### src/rtl/demux_pkg.sv
// Shared constants for the 1:2 stream demux and its per-port FIFO.
package demux_pkg;
  localparam int DEMUX_DEPTH = 2;
  localparam int CNT_W       = 16;

  typedef logic [1:0] occ_t;
endpackage

### src/rtl/fifo2.sv
// Two-entry valid/ready FIFO; head word and valid come straight from registers.
module fifo2
  import demux_pkg::*;
#(
  parameter int WIDTH = 32
) (
  input  logic             clk,
  input  logic             clrn,
  input  logic             wr_valid,
  output logic             wr_ready,
  input  logic [WIDTH-1:0] wr_data,
  output logic             rd_valid,
  input  logic             rd_ready,
  output logic [WIDTH-1:0] rd_data
);

  logic [WIDTH-1:0] mem_p0 [DEMUX_DEPTH];
  logic             wr_ptr;
  logic             rd_ptr;
  occ_t             occ;
  logic             push;
  logic             pop;

  // Readiness looks only at registered occupancy, so a pop never frees a slot in the same cycle.
  assign wr_ready = (occ != occ_t'(DEMUX_DEPTH));
  assign rd_valid = (occ != '0);
  assign rd_data  = mem_p0[rd_ptr];
  assign push     = wr_valid & wr_ready;
  assign pop      = rd_valid & rd_ready;

  always_ff @(posedge clk or negedge clrn) begin
    if (!clrn) begin
      wr_ptr <= 1'b0;
      rd_ptr <= 1'b0;
      occ    <= '0;
    end else begin
      if (push) wr_ptr <= ~wr_ptr;
      if (pop)  rd_ptr <= ~rd_ptr;
      case ({push, pop})
        2'b10:   occ <= occ + 2'd1;
        2'b01:   occ <= occ - 2'd1;
        default: occ <= occ;
      endcase
    end
  end

  // Storage carries no reset; occupancy alone decides what is visible.
  always_ff @(posedge clk) begin
    if (push) mem_p0[wr_ptr] <= wr_data;
  end

endmodule

### src/rtl/demux1x2_stream.sv
// 1:2 valid/ready stream demux with an independent 2-entry FIFO per output.
// Optional DEMUX_COUNT_EN adds per-port delivered-word counters cnt0/cnt1.
module demux1x2_stream
  import demux_pkg::*;
#(
  parameter int WIDTH = 32
) (
  input  logic             clk,
  input  logic             clrn,
  input  logic             in_valid,
  output logic             in_ready,
  input  logic             in_sel,
  input  logic [WIDTH-1:0] in_data,
  output logic             out0_valid,
  input  logic             out0_ready,
  output logic [WIDTH-1:0] out0_data,
  output logic             out1_valid,
  input  logic             out1_ready,
  output logic [WIDTH-1:0] out1_data
`ifdef DEMUX_COUNT_EN
  ,
  output logic [CNT_W-1:0] cnt0,
  output logic [CNT_W-1:0] cnt1
`endif
);

  logic wr_valid0;
  logic wr_valid1;
  logic wr_ready0;
  logic wr_ready1;

  assign wr_valid0 = in_valid & ~in_sel;
  assign wr_valid1 = in_valid &  in_sel;
  // Only the selected port's fullness gates the input; in_valid plays no part.
  assign in_ready  = in_sel ? wr_ready1 : wr_ready0;

  fifo2 #(.WIDTH(WIDTH)) u_fifo0 (
    .clk      (clk),
    .clrn     (clrn),
    .wr_valid (wr_valid0),
    .wr_ready (wr_ready0),
    .wr_data  (in_data),
    .rd_valid (out0_valid),
    .rd_ready (out0_ready),
    .rd_data  (out0_data)
  );

  fifo2 #(.WIDTH(WIDTH)) u_fifo1 (
    .clk      (clk),
    .clrn     (clrn),
    .wr_valid (wr_valid1),
    .wr_ready (wr_ready1),
    .wr_data  (in_data),
    .rd_valid (out1_valid),
    .rd_ready (out1_ready),
    .rd_data  (out1_data)
  );

`ifdef DEMUX_COUNT_EN
  always_ff @(posedge clk or negedge clrn) begin
    if (!clrn) begin
      cnt0 <= '0;
      cnt1 <= '0;
    end else begin
      if (out0_valid && out0_ready) cnt0 <= cnt0 + 1'b1;
      if (out1_valid && out1_ready) cnt1 <= cnt1 + 1'b1;
    end
  end
`endif

endmodule
### config.mk
export PLATFORM = sky130hd
export DESIGN_NAME = demux1x2_stream
export DESIGN_NICKNAME = d
export VERILOG_FILES = /design/src/rtl/demux_pkg.sv /design/src/rtl/fifo2.sv /design/src/rtl/demux1x2_stream.sv
export SDC_FILE = /design/constraint.sdc
export NUM_CORES = 1
export LEC_CHECK = 0
export CORE_MARGIN = 2
export CORE_UTILIZATION = 45
export CTS_CLUSTER_DIAMETER = 150
export DETAILED_ROUTE_END_ITERATION = 10
export HOLD_SLACK_MARGIN = 0.1
export PLACE_DENSITY = 0.7
export SLEW_MARGIN = 25
export SYNTH_ARGS = -nofsm -noshare
export SYNTH_HDL_FRONTEND = slang
export SYNTH_SLANG_ARGS = --single-unit
export TNS_END_PERCENT = 20
### constraint.sdc
create_clock -name clk -period 5.4 [get_ports clk]
set_input_delay 0.81 -clock clk [delete_from_list [all_inputs] [get_ports clk]]
set_output_delay 0.81 -clock clk [all_outputs]
set_load 0.05 [all_outputs]
==> results by group <==
Status
  – Status: complete, no violations

Synthesis
  – Synth warn: 0
  – Ranking of synthesized cells by area: edfxtp_1 (76%), mux2_2 (14%), dfrtp_1 (4.0%), buf_6 (1.8%), xnor2_1 (1.0%)
  – Post-synthesis share of cell area spent on xor and xnor gates: 1.728%
  – Cell count after synthesis: 237
  – Register area share after synthesis: 79.80%
  – Cell with the most instances after synthesis: edfxtp_1
  – Synth Area per Inst: 21.38 um^2
  – Simple-Gate Fraction of Synth Area: 1.605%
  – Ys async rst share: 5.882%
  – Synth Area in Compound Gates: 0%
  – Synth Net Count: 277
  – Primary FF master, synth: edfxtp_1
  – Area share of fa/ha/maj cells after synthesis: 0.4938%
  – Post-synth cell types: 15
  – EDFF count, synth: 128
  – Yosys top cell area share: 75.85%
  – Yosys reg bits: 136
  – Yosys top cell by area: edfxtp_1
  – Cell area after synthesis: 5067 um^2
  – Synth top cells by count: edfxtp_1 (128), mux2_2 (61), buf_6 (8), dfrtp_1 (8)
  – Multiplexer share of the synthesized area: 14.44%
  – Largest family of logic cells by synthesized area: multiplexers

Global routing
  – Vias in the first global route: 2,567
  – Initial antenna violation count: 0
  – Global-route wire length before repair: 13,370 um
  – Pin count of the biggest net entering global routing: 34
  – GRT overflow: 0
  – Global Route Usage Sum: 15.52%

Job
  – MaxCap Viol Count: 0

Timing
  – Final setup vio count: 0
  – Unrepaired setup endpoints after global routing: no
  – Worst hold slack: 0.4862 ns
  – TNS Setup: 0 ns
  – Final Hold Fails: 0
  – Fmax: 303.4 MHz
  – Worst-margin pin slew: 0.8722 ns
  – Final min period: 3.296 ns
  – Final period util: 61.03%
  – Rel. slew slack: 41.86%
  – Fin. max-slew vios: 0
  – Final Skew: 0.005627 ns

Power and ir drop
  – Sequential share of power: 36.4%
  – Power per Cell Area: 590.3 nW/um^2
  – Switching Power: 0.001467 W
  – Logic pwr share: 37.6%
  – Peak VDD IR: 0.0002972 V
  – Sw Share: 36.13%
  – Total internal power: 0.002594 W
  – Clock power share: 26.0%
  – Leak: 2.323 nW

Min path
  – Hold Path End: u_fifo1.occ[1]
  – Hold Crit Class: flop to flop
  – Worst hold start: u_fifo1.occ[1]
  – Hold Path Depth: 1

Place
  – Dpl hpwl: 5070 um
  – PortBufs: 104
  – RD Place Congestion: 0.6981

Floorplanning
  – Starting density of the core: 46.34%
  – DIE AREA: 12,130 um^2
  – I/O pin total: 105
  – Core area: 10,940 um^2
  – Die Wd: 110.1 um
  – Chip Height: 110.1 um
  – Row Count: 38

Clocking
  – Clock sinks: 136
  – Worst-path clk slew: 0.05 ns
  – Insertion delay to the later sink of the worst-skew pair: 0.40 ns
  – Setup Fix Bufs, Post-CTS: 0
  – CTS Root Buffer Type: clkbuf_16
  – Inserted Clock Buffers: 17
  – Clock tree buffer depth: 2
  – H-tree levels: 4
  – CTS tree: built
  – Post-cts sizing count: 0
  – Hold buffers post-CTS: 0

Detailed routing
  – DRT iter0 DRCs: 108
  – DRT antenna net count: 0
  – Vias per inst: 4.921
  – Drt total wl: 8912 um
  – WL per Instance: 17.58 um
  – Via count: 2,495
  – DR pass1 iterations: 4
  – Residual DRC: 0

Worst setup path
  – Slowest CP cell: dfrtp_2
  – Critical path launch point: u_fifo0.rd_ptr
  – FF-to-FF setup slack: 3.53 ns
  – Worst-case reg-to-reg path depth: 4
  – Worst setup EP type: output port
  – Worst endpoint required time: 4.59 ns
  – Critical path, cell by cell: mux2_2 -> clkdlybuf4s50_1
  – CP max stage delay: 0.94 ns
  – Reg2reg start: u_fifo1.occ[0]
  – Worst-path maximum fanout: 33
  – Crit path DAT: 2.49 ns
  – Worst R2R End: u_fifo1.mem_p0[1][26]
  – Crit path kind: flop to output port
  – Worst setup SP type: flop

Layout
  – ANT cells: 0
  – Final #Nets: 396
  – Share of cells above drive strength 1: 27.25%
  – Fillers: 807
  – Area Overhead vs Synth: 35.75%
flip-flops by register name, indices dropped and copies added, names as in the netlist:
signal          cells
u_fifo1.wr_ptr      1
u_fifo1.mem_p0     64
u_fifo1.occ         2
u_fifo1.rd_ptr      1
u_fifo0.rd_ptr      1
u_fifo0.mem_p0     64
u_fifo0.occ         2
u_fifo0.wr_ptr      1
power by group through the flow:
stage          clock network, W  logic, W  registers (W)
2_1_floorplan                 0   0.00118        0.00139
3_3_place_gp                  0   0.00150        0.00150
3_5_place_dp                  0   0.00151        0.00151
4_1_cts                 0.00108   0.00152        0.00149
5_1_grt                 0.00113   0.00160        0.00151
6_report                0.00105   0.00153        0.00148
stage by stage:
step                worst slack [ns]  total power, W  util (%)  std cells  area (um^2)
floorplan                      2.558        0.002564         -        237         5067
global placement               2.257        0.003001     56.93        473         6226
detailed placement             2.250        0.003019     57.19        474         6254
CTS                            2.052        0.004088     62.15        504         6797
global route                   1.996        0.004232     62.91        507         6879
finish                         2.104        0.004061     62.91        507         6879
how the worst max path moves through the flow:
stage                     slack, ns                    to
after floorplan                2.56  u_fifo0.mem_p0[0][0]
after global placement         2.26              in_ready
after detailed placement       2.25              in_ready
after CTS                      2.05         out0_data[12]
after global routing           2.00         out0_data[11]
final                          2.10         out0_data[15]
layer usage:
layer,global-route usage [%],wire length (um),vias to the layer above
met5,0,0,-
met4,6.696,124,0
met3,5.350,502,15
met2,23.66,4270,77
met1,20.32,4016,1248
li1,-,-,1155
cells in the final DEF (no fill, tap or decap), drive strengths merged:
cell	synthesis	layout
edfxtp	128	128
clkdlybuf4s50	0	104
mux2	65	65
clkbuf	0	20
dfrtp	8	8
xnor2	6	6
nor2	6	6
clkinv	0	5
xor2	4	4
buf	8	4
clkinvlp	0	3
nand2b	2	2
or2	2	2
and2	2	2
inv	2	2
ha	2	2
bufinv	0	2
nand3b	1	1
nand3	1	1
layout make-up:
| type | count | area (um^2) | share of cell area (%) |
|---|---|---|---|
| Timing Repair Buffer | 108 | 1151 | 16.73 |
| Clock inverter | 10 | 106.4 | 1.546 |
| Multi-Input combinational cell | 91 | 955.9 | 13.90 |
| Clock buffer | 20 | 436.7 | 6.348 |
| Inverter | 2 | 7.507 | 0.1091 |
| Tap cell | 140 | 175.2 | 2.546 |
| Sequential cell | 136 | 4046 | 58.82 |
cell families (layout without fill, tap and decap cells):
| kind of cell | Yosys count | count (layout) |
|---|---|---|
| flip-flops | 136 | 136 |
| multiplexers | 65 | 65 |
| AND/OR/NAND/NOR | 14 | 14 |
| XOR/XNOR | 10 | 10 |
| buffers and inverters | 10 | 140 |
| adder cells (fa/ha/maj) | 2 | 2 |
worst max-delay path: cells and delay by family (launching register included):
| family | cells | cell delay, ns |
|---|---|---|
| DFF | 1 | 0.94 |
| muxes | 1 | 0.42 |
| buffers and inverters | 1 | 0.72 |
Power figures use the tool's default switching activity.
